==> src/rtl/mtr_pkg.sv <==
// Shared motor-drive types and constants. The PID stage uses the same speed and
// duty types, so both ends agree on the 11-bit signed command encoding.
package mtr_pkg;

    localparam logic [10:0] DUTY_OFFSET = 11'h400;
    localparam int          PWM_PERIOD  = 2048;

    typedef logic signed [10:0] spd_t;
    typedef logic        [10:0] duty_t;

    // Offset-binary conversion: adding 0x400 to a signed 11-bit value only flips the sign bit
    function automatic duty_t spd_to_duty(input spd_t spd);
        return {~spd[10], spd[9:0]};
    endfunction

endpackage

==> src/rtl/pwm_nonoverlap.sv <==
// One side of the H-bridge drive: double-buffered duty, raw compare against the
// shared period counter, and dead-time insertion producing complementary outputs.
module pwm_nonoverlap
    import mtr_pkg::*;
#(
    parameter int NONOVERLAP = 32,
    parameter int CNT_W      = 11
)
(
    input  logic             clk,
    input  logic             rst_n,
    input  logic [CNT_W-1:0] i_cnt,
    input  spd_t             i_spd,
    input  logic             i_load,
    output logic             o_pwm1,
    output logic             o_pwm2
);

    localparam int               RUN_W   = $clog2(NONOVERLAP + 1);
    localparam logic [RUN_W-1:0] RUN_MAX = RUN_W'(NONOVERLAP);

    duty_t            r_duty_q;
    logic             r_raw_q;
    logic [RUN_W-1:0] r_run;
    logic             r_pwm1;
    logic             r_pwm2;
    logic             w_raw;
    logic [RUN_W-1:0] w_run_nxt;

    // Duty is only taken at the period boundary so a mid-period command change never
    // produces a truncated or stretched pulse.
    always_ff @(posedge clk or negedge rst_n) begin
        if (!rst_n) begin
            r_duty_q <= DUTY_OFFSET;
        end else if (i_load) begin
            r_duty_q <= spd_to_duty(i_spd);
        end
    end

    assign w_raw = (i_cnt < r_duty_q);

    // Length of the raw run including the current cycle, saturating at the dead-time window
    always_comb begin
        w_run_nxt = RUN_W'(1);
        if (w_raw == r_raw_q) begin
            w_run_nxt = (r_run == RUN_MAX) ? RUN_MAX : r_run + 1'b1;
        end
    end

    // A side's output turns on only once raw has held its level for a full window,
    // which guarantees both outputs are low across every raw transition.
    always_ff @(posedge clk or negedge rst_n) begin
        if (!rst_n) begin
            r_raw_q <= 1'b0;
            r_run   <= '0;
            r_pwm1  <= 1'b0;
            r_pwm2  <= 1'b0;
        end else begin
            r_raw_q <= w_raw;
            r_run   <= w_run_nxt;
            r_pwm1  <= w_raw && (w_run_nxt == RUN_MAX);
            r_pwm2  <= !w_raw && (w_run_nxt == RUN_MAX);
        end
    end

    assign o_pwm1 = r_pwm1;
    assign o_pwm2 = r_pwm2;

endmodule

==> src/rtl/mtr_drv_pwm.sv <==
// Dual-side motor PWM driver: one shared free-running period counter feeding two
// independent non-overlapped complementary PWM generators.
module mtr_drv_pwm
    import mtr_pkg::*;
#(
    parameter int NONOVERLAP = 32,
    parameter int CNT_W      = 11
)
(
    input  logic              clk,
    input  logic              rst_n,
    input  logic signed [10:0] lft_spd,
    input  logic signed [10:0] rght_spd,
    output logic              lftPWM1,
    output logic              lftPWM2,
    output logic              rghtPWM1,
    output logic              rghtPWM2,
    output logic              pwm_sync
);

    localparam logic [CNT_W-1:0] CNT_LAST = CNT_W'((1 << CNT_W) - 1);
    localparam logic [CNT_W-1:0] CNT_PRE  = CNT_W'((1 << CNT_W) - 2);

    logic [CNT_W-1:0] r_cnt;
    logic             r_sync;
    logic             w_load;

    // Free-running period counter; wraps naturally at full scale
    always_ff @(posedge clk or negedge rst_n) begin
        if (!rst_n) begin
            r_cnt <= '0;
        end else begin
            r_cnt <= r_cnt + 1'b1;
        end
    end

    // Decoding one count early lets the flopped sync pulse line up with the last count
    always_ff @(posedge clk or negedge rst_n) begin
        if (!rst_n) begin
            r_sync <= 1'b0;
        end else begin
            r_sync <= (r_cnt == CNT_PRE);
        end
    end

    assign w_load   = (r_cnt == CNT_LAST);
    assign pwm_sync = r_sync;

    pwm_nonoverlap #(
        .NONOVERLAP (NONOVERLAP),
        .CNT_W      (CNT_W)
    ) u_lft (
        .clk    (clk),
        .rst_n  (rst_n),
        .i_cnt  (r_cnt),
        .i_spd  (lft_spd),
        .i_load (w_load),
        .o_pwm1 (lftPWM1),
        .o_pwm2 (lftPWM2)
    );

    pwm_nonoverlap #(
        .NONOVERLAP (NONOVERLAP),
        .CNT_W      (CNT_W)
    ) u_rght (
        .clk    (clk),
        .rst_n  (rst_n),
        .i_cnt  (r_cnt),
        .i_spd  (rght_spd),
        .i_load (w_load),
        .o_pwm1 (rghtPWM1),
        .o_pwm2 (rghtPWM2)
    );

endmodule

==> config.mk <==
export PLATFORM = sky130hd
export DESIGN_NAME = mtr_drv_pwm
export DESIGN_NICKNAME = d
export VERILOG_FILES = /design/src/rtl/mtr_pkg.sv /design/src/rtl/pwm_nonoverlap.sv /design/src/rtl/mtr_drv_pwm.sv
export SDC_FILE = /design/constraint.sdc
export NUM_CORES = 1
export LEC_CHECK = 0
export ABC_CLOCK_PERIOD_IN_PS = 5170
export CORE_MARGIN = 5
export CORE_UTILIZATION = 50
export DETAILED_ROUTE_END_ITERATION = 12
export PLACE_DENSITY = 0.68
export REMOVE_ABC_BUFFERS = 1
export SETUP_SLACK_MARGIN = 0.15
export SYNTH_ARGS = -nofsm -noshare
export SYNTH_HDL_FRONTEND = slang
export SYNTH_HIERARCHICAL = 1
export SYNTH_SLANG_ARGS = --single-unit
==> constraint.sdc <==
create_clock -name clk -period 5.17 [get_ports clk]
set_input_delay 1.034 -clock clk [delete_from_list [all_inputs] [get_ports clk]]
set_output_delay 1.034 -clock clk [all_outputs]
set_load 0.01 [all_outputs]
Yosys cells after proc, flatten, opt, wreduce, memory -nomap -nowiden
Cells that the tools add are included.
{"block": "op_classes", "add_sub_neg": 3, "n_mul": 0, "n_div": 0, "magnitude_cmp": 2, "n_eq_ne": 8, "shift": 0, "mux": 4, "bitwise_logic": 2, "reduce_logical": 6}
{"op": "6-bit equality test, second input constant", "count": 4}
{"op": "6-bit two-way mux", "count": 4}
{"op": "11-bit equality test, second input constant", "count": 2}
{"op": "11-bit less-than comparator", "count": 2}
{"op": "6-bit by 1-bit adder with 6-bit output, second input constant", "count": 2}
{"op": "11-bit by 1-bit adder with 11-bit output, second input constant", "count": 1}
{"op": "1-bit logical AND", "count": 4}
{"op": "1-bit equality test", "count": 2}
{"op": "1-bit zero test", "count": 2}
{"op": "1-bit inverter", "count": 2}
{"block": "totals", "ff_bits": 52, "latchBits": 0, "ram_bits": 0, "rom_bits": 0, "in_bits": 24, "output_inout_bits": 5, "elab_cells": 37, "memories": 0}

Logic depth before layout (Yosys ltp)
{"block": "logic_depth", "depth_word": 5, "mapped_depth": 8, "depth_no_buf": 8}

Hierarchy
Netlist, hierarchy kept.
{"mod": "pwm_nonoverlap (u_rght)", "instances": 1, "cells_each": 115, "area_per_inst_um2": 1111.1}
{"mod": "pwm_nonoverlap (u_lft)", "instances": 1, "cells_each": 115, "area_per_inst_um2": 1104.8}
{"mod": "mtr_drv_pwm", "instances": 1, "cells_each": 43, "area_per_inst_um2": 524.3}

Least setup slack after synthesis
OpenSTA, ideal clock, no wires.
{"block": "synth_timing", "kind": "register to register", "startpoint": "register u_rght.r_duty_q[10]", "endpoint": "register u_rght.r_run[5]", "t_arrival_ps": 1740, "setup_slack_ps": 3306, "stages_incl_launch_ff": 8, "path_buffers": 0, "period_less_slack_ps": 1864, "path_cell_list": "dfstp_2 -> inv_1 -> ha_1 -> a21oi_1 -> o21ai_0 -> a21oi_1 -> and2_1 -> mux2_2"}
{"block": "synth_between", "elab_chain_cells": 3}
{"item": "start, declared", "line_no": "pwm_nonoverlap.sv:22", "text": "duty_t r_duty_q;"}
{"item": "start signal, assigned", "line_no": "pwm_nonoverlap.sv:36", "text": "r_duty_q <= spd_to_duty(i_spd);"}
{"item": "11-bit less-than comparator", "line_no": "pwm_nonoverlap.sv:40", "text": "assign w_raw = (i_cnt < r_duty_q);"}
{"item": "named net u_rght.w_raw", "line_no": "pwm_nonoverlap.sv:27", "text": "logic w_raw;"}
{"item": "1-bit equality test", "line_no": "pwm_nonoverlap.sv:45", "text": "if (w_raw == r_raw_q) begin"}
{"item": "6-bit two-way mux", "line_no": "pwm_nonoverlap.sv:45"}
{"item": "named net u_rght.w_run_nxt[5]", "line_no": "pwm_nonoverlap.sv:28", "text": "logic [RUN_W-1:0] w_run_nxt;"}
{"item": "end signal, assigned", "line_no": "pwm_nonoverlap.sv:60", "text": "r_run <= w_run_nxt;"}
{"item": "end, declared", "line_no": "pwm_nonoverlap.sv:24", "text": "logic [RUN_W-1:0] r_run;"}
The timed path passes the listed nets, and every way through them passes these cells.
A chain may end at the register's enable or synchronous reset.

Worst setup path in the final report
{"block": "layout_timing", "startpoint": "register r_cnt[1]", "endpoint": "register u_rght.r_duty_q[0]"}
{"block": "layout_between", "elab_chain_cells": 1}
{"item": "start, declared", "line_no": "mtr_drv_pwm.sv:24", "text": "logic [CNT_W-1:0] r_cnt;"}
{"item": "start signal, assigned", "line_no": "mtr_drv_pwm.sv:33", "text": "r_cnt <= r_cnt + 1'b1;"}
{"item": "11-bit equality test", "line_no": "mtr_drv_pwm.sv:46", "text": "assign w_load = (r_cnt == CNT_LAST);"}
{"item": "named net w_load", "line_no": "mtr_drv_pwm.sv:26", "text": "logic w_load;"}
The timed path passes the listed nets, and every way through them passes these cells.

==> flow_summary.toml <==
[worst_setup_path]
reg2reg_depth = 5
timing.rr.start = "r_cnt[1]"
rrSetupSlack_ps = 2970
arrival_ps = 2400
r2r_end = "u_rght/r_duty_q[0]"
worstSetupPathType = "reg -> reg"
path_max_fanout = 25
startpoint_type = "flip-flop"
worst_setup_path_end_kind = "flip-flop"
required_ps = 5370

[floorplan]
die_y_um = 84.03
start_util_pct = 50.69
die_x_um = 84.03
die_area_um2 = 7061
core_area_um2 = 5405
io_pins = 29
num_rows = 27

[timing]
fin_hold_ws_ps = 457.2
fmaxAchievable_mhz = 453.9
fin_ws_ps = 2967
min_period_over_period_pct = 42.62
finalHoldViolCount = 0
relSlewSlack_pct = 57.36
worst_slew_pin_slew_ps = 639.6
setup_tns_ps = 0
clock_skew_ps = 9.135
setup_viol = 0
min_period_ps = 2203
rsz0062_at_grt = "no"
slew_viol_final = 0

[placement]
place_inst = 370
routabilityCongestion = 0.8301
dpl.hpwl_um = 3568
dpl_worst_slack_ps = 2973
port_buffers = 28

[power]
cellPowerDensity_nw_per_um2 = 203.6
p_comb_share_pct = 3.9
p_switching_w = 0.0001326
swShare_pct = 20.52
irDropWorstVdd_mv = 0.1486
p_leak_nw = 1.549
p_int_w = 0.0005138
finalPower_w = 0.0006464
power_frac_clock_pct = 33.3
power_frac_seq_pct = 62.9

[global_routing]
grtUsageTotal_pct = 14.49
antenna_found_initial = 0
grt_pass1_wl_um = 8266
first_global_vias = 1903
gr-total-overflow = 0
grt_start_max_net_pins = 53

[final_layout]
final_common_cell = "dfrtp_1"
register_area_um2 = 1304
fin_cells = 377
drive_gt1_share_pct = 9.180
antenna_cells = 0
n_fill_cell = 499
most-common-layout-cells = "dfrtp_1 (50), nand2_1 (29), inv_1 (28)"
multiInputGateArea_um2 = 1305
area_delta_synth_final_pct = 15.89
layout.nets = 355

[route]
drc = 0
avgViaCountPerCell = 5.103
wirelength_um = 4631
drt_iter0_drc = 46
drt_pass1_iterations = 4
vias = 1924
drtAntennaViolNets = 0
wire_per_inst_um = 12.28

[hold_path]
min_to = "u_lft/o_pwm2"
hp-class = "reg -> reg"
min_from = "u_lft/r_raw_q"
min_path_cells = 1

[synth]
synth.avg_cell_area_um2 = 10.04
synth_top_area_share_pct = 45.66
synthesis.area_um2 = 2740
synth.distinct_cells = 38
synth-seq-cells = 52
yosys.area.top_type = "dfrtp_1"
ys_seq_area_share_pct = 47.58
synth_xor_xnor_area_share_pct = 5.434
synth_compound_area_share_pct = 8.539
synthAdderAreaFrac_pct = 11.87
syn_inst = 273
ys.warnings.count = 6
synth_top_family_by_area = "simple AND/OR/NAND/NOR gates"
synthTopCellsByArea = "dfrtp_1 (46%), ha_1 (12%), o21ai_0 (4.7%)"
muxShareOfSynthArea_pct = 2.557
synthSimpleGateAreaFrac_pct = 19.22

[clock_tree]
clk_path_buf_depth = 2
cts_hold_buf = 0
numCtsBuffers = 5
insertion_delay_ps = 300
cts_tree = "built"
clock_sinks = 52
htreeDepth = 2
post-cts-setup-buffer-count = 0
cts-root-buf = "clkbuf_8"
ctsResizeCount = 0
clk_pin_slew_ps = 90

[job]
max_cap_violations = 0

[outcome]
status = "finished, final reports clean"
[routing by layer]
layer	share of wire, %	track usage [%]	vias up
met4	1.3	4.825	0
met3	4.2	3.356	6
met5	0	0	-
li1	-	-	989
met1	46	18.08	899
met2	49	24.61	30
[synthesized netlist by cell type]
master     number
a21oi_1        15
a21oi_2         2
a31oi_1         1
and2_1          1
and3_1          5
and3_2          2
and3b_1         6
and4_1          1
buf_4           1
clkbuf_1        4
dfrtp_1        50
dfstp_2         2
ha_1           26
inv_1          28
inv_2           1
mux2_2          4
mux2_4          1
mux2i_1         1
nand2_1        29
nand2_2         2
nand2b_1        4
nand3_1        10
nand3_2         1
nand3b_1        2
nand4_1         8
nand4bb_1       2
nor2_1          9
nor2_2          1
nor2b_1         3
nor3_1          2
nor3_2          1
nor3b_1         2
nor3b_2         1
nor4_2          1
o21ai_0        26
o21ai_1         1
xnor2_1        10
xor2_1          7
[worst max-delay path, cell delays in order, from the launching register on]
cell	delay (ps)
dfrtp_1	440
ha_1	220
and3_2	210
and3_1	510
buf_4	340
mux2_2	350
[registers in the layout, indices dropped and copies added (netlist names)]
name	cells
pwm_sync	1
r_cnt	11
u_lft/o_pwm1	1
u_lft/o_pwm2	1
u_lft/r_duty_q	11
u_lft/r_raw_q	1
u_lft/r_run	6
u_rght/o_pwm1	1
u_rght/o_pwm2	1
u_rght/r_duty_q	11
u_rght/r_raw_q	1
u_rght/r_run	6
[cell type report]
cell class                      instances  share of cell area, %
Multi-Input combinational cell        187                  41.10
Sequential cell                        52                  41.06
Timing Repair Buffer                   30                  9.141
Inverter                               29                  3.428
Tap cell                               72                  2.837
Clock buffer                            6                  2.285
Clock inverter                          1                 0.1576
[how the worst max path moves through the flow]
stage                        start                 end  slack [ps]
final                     r_cnt[1]  u_rght/r_duty_q[0]        2970
after global routing      r_cnt[1]  u_rght/r_duty_q[0]        2790
after CTS                 r_cnt[1]  u_rght/r_duty_q[0]        2960
after detailed placement  r_cnt[1]  u_rght/r_duty_q[0]        2970
after global placement    r_cnt[1]  u_rght/r_duty_q[0]        3000
after floorplan           r_cnt[1]   u_lft/r_duty_q[0]        3110
[cells by family (layout without fill, tap and decap cells)]
group | count (synthesis) | count (layout)
AOI/OAI and AO/OA | 45 | 45
xor gates and xnor gates | 17 | 17
adders and majority gates | 26 | 26
buffers and inverters | 34 | 66
DFF | 52 | 52
muxes | 6 | 6
and+or+nand+nor | 93 | 93
[power by group through the flow]
stage / clock network, W / logic (W) / registers, W
finish: 0.000215 / 0.0000250 / 0.000406
global route: 0.000243 / 0.0000281 / 0.000407
CTS: 0.000225 / 0.0000259 / 0.000406
detailed placement: 0 / 0.0000258 / 0.000414
global placement: 0 / 0.0000260 / 0.000414
floorplan: 0 / 0.0000000490 / 0.000415
[metrics by stage]
stage / instance area (um^2) / utilization (%)
floorplan: 2718 / -
global placement: 3098 / 57.31
detailed placement: 3098 / 57.31
CTS: 3176 / 58.75
global route: 3176 / 58.75
finish: 3176 / 58.75
Note: power is estimated with default switching activity, not from simulation.
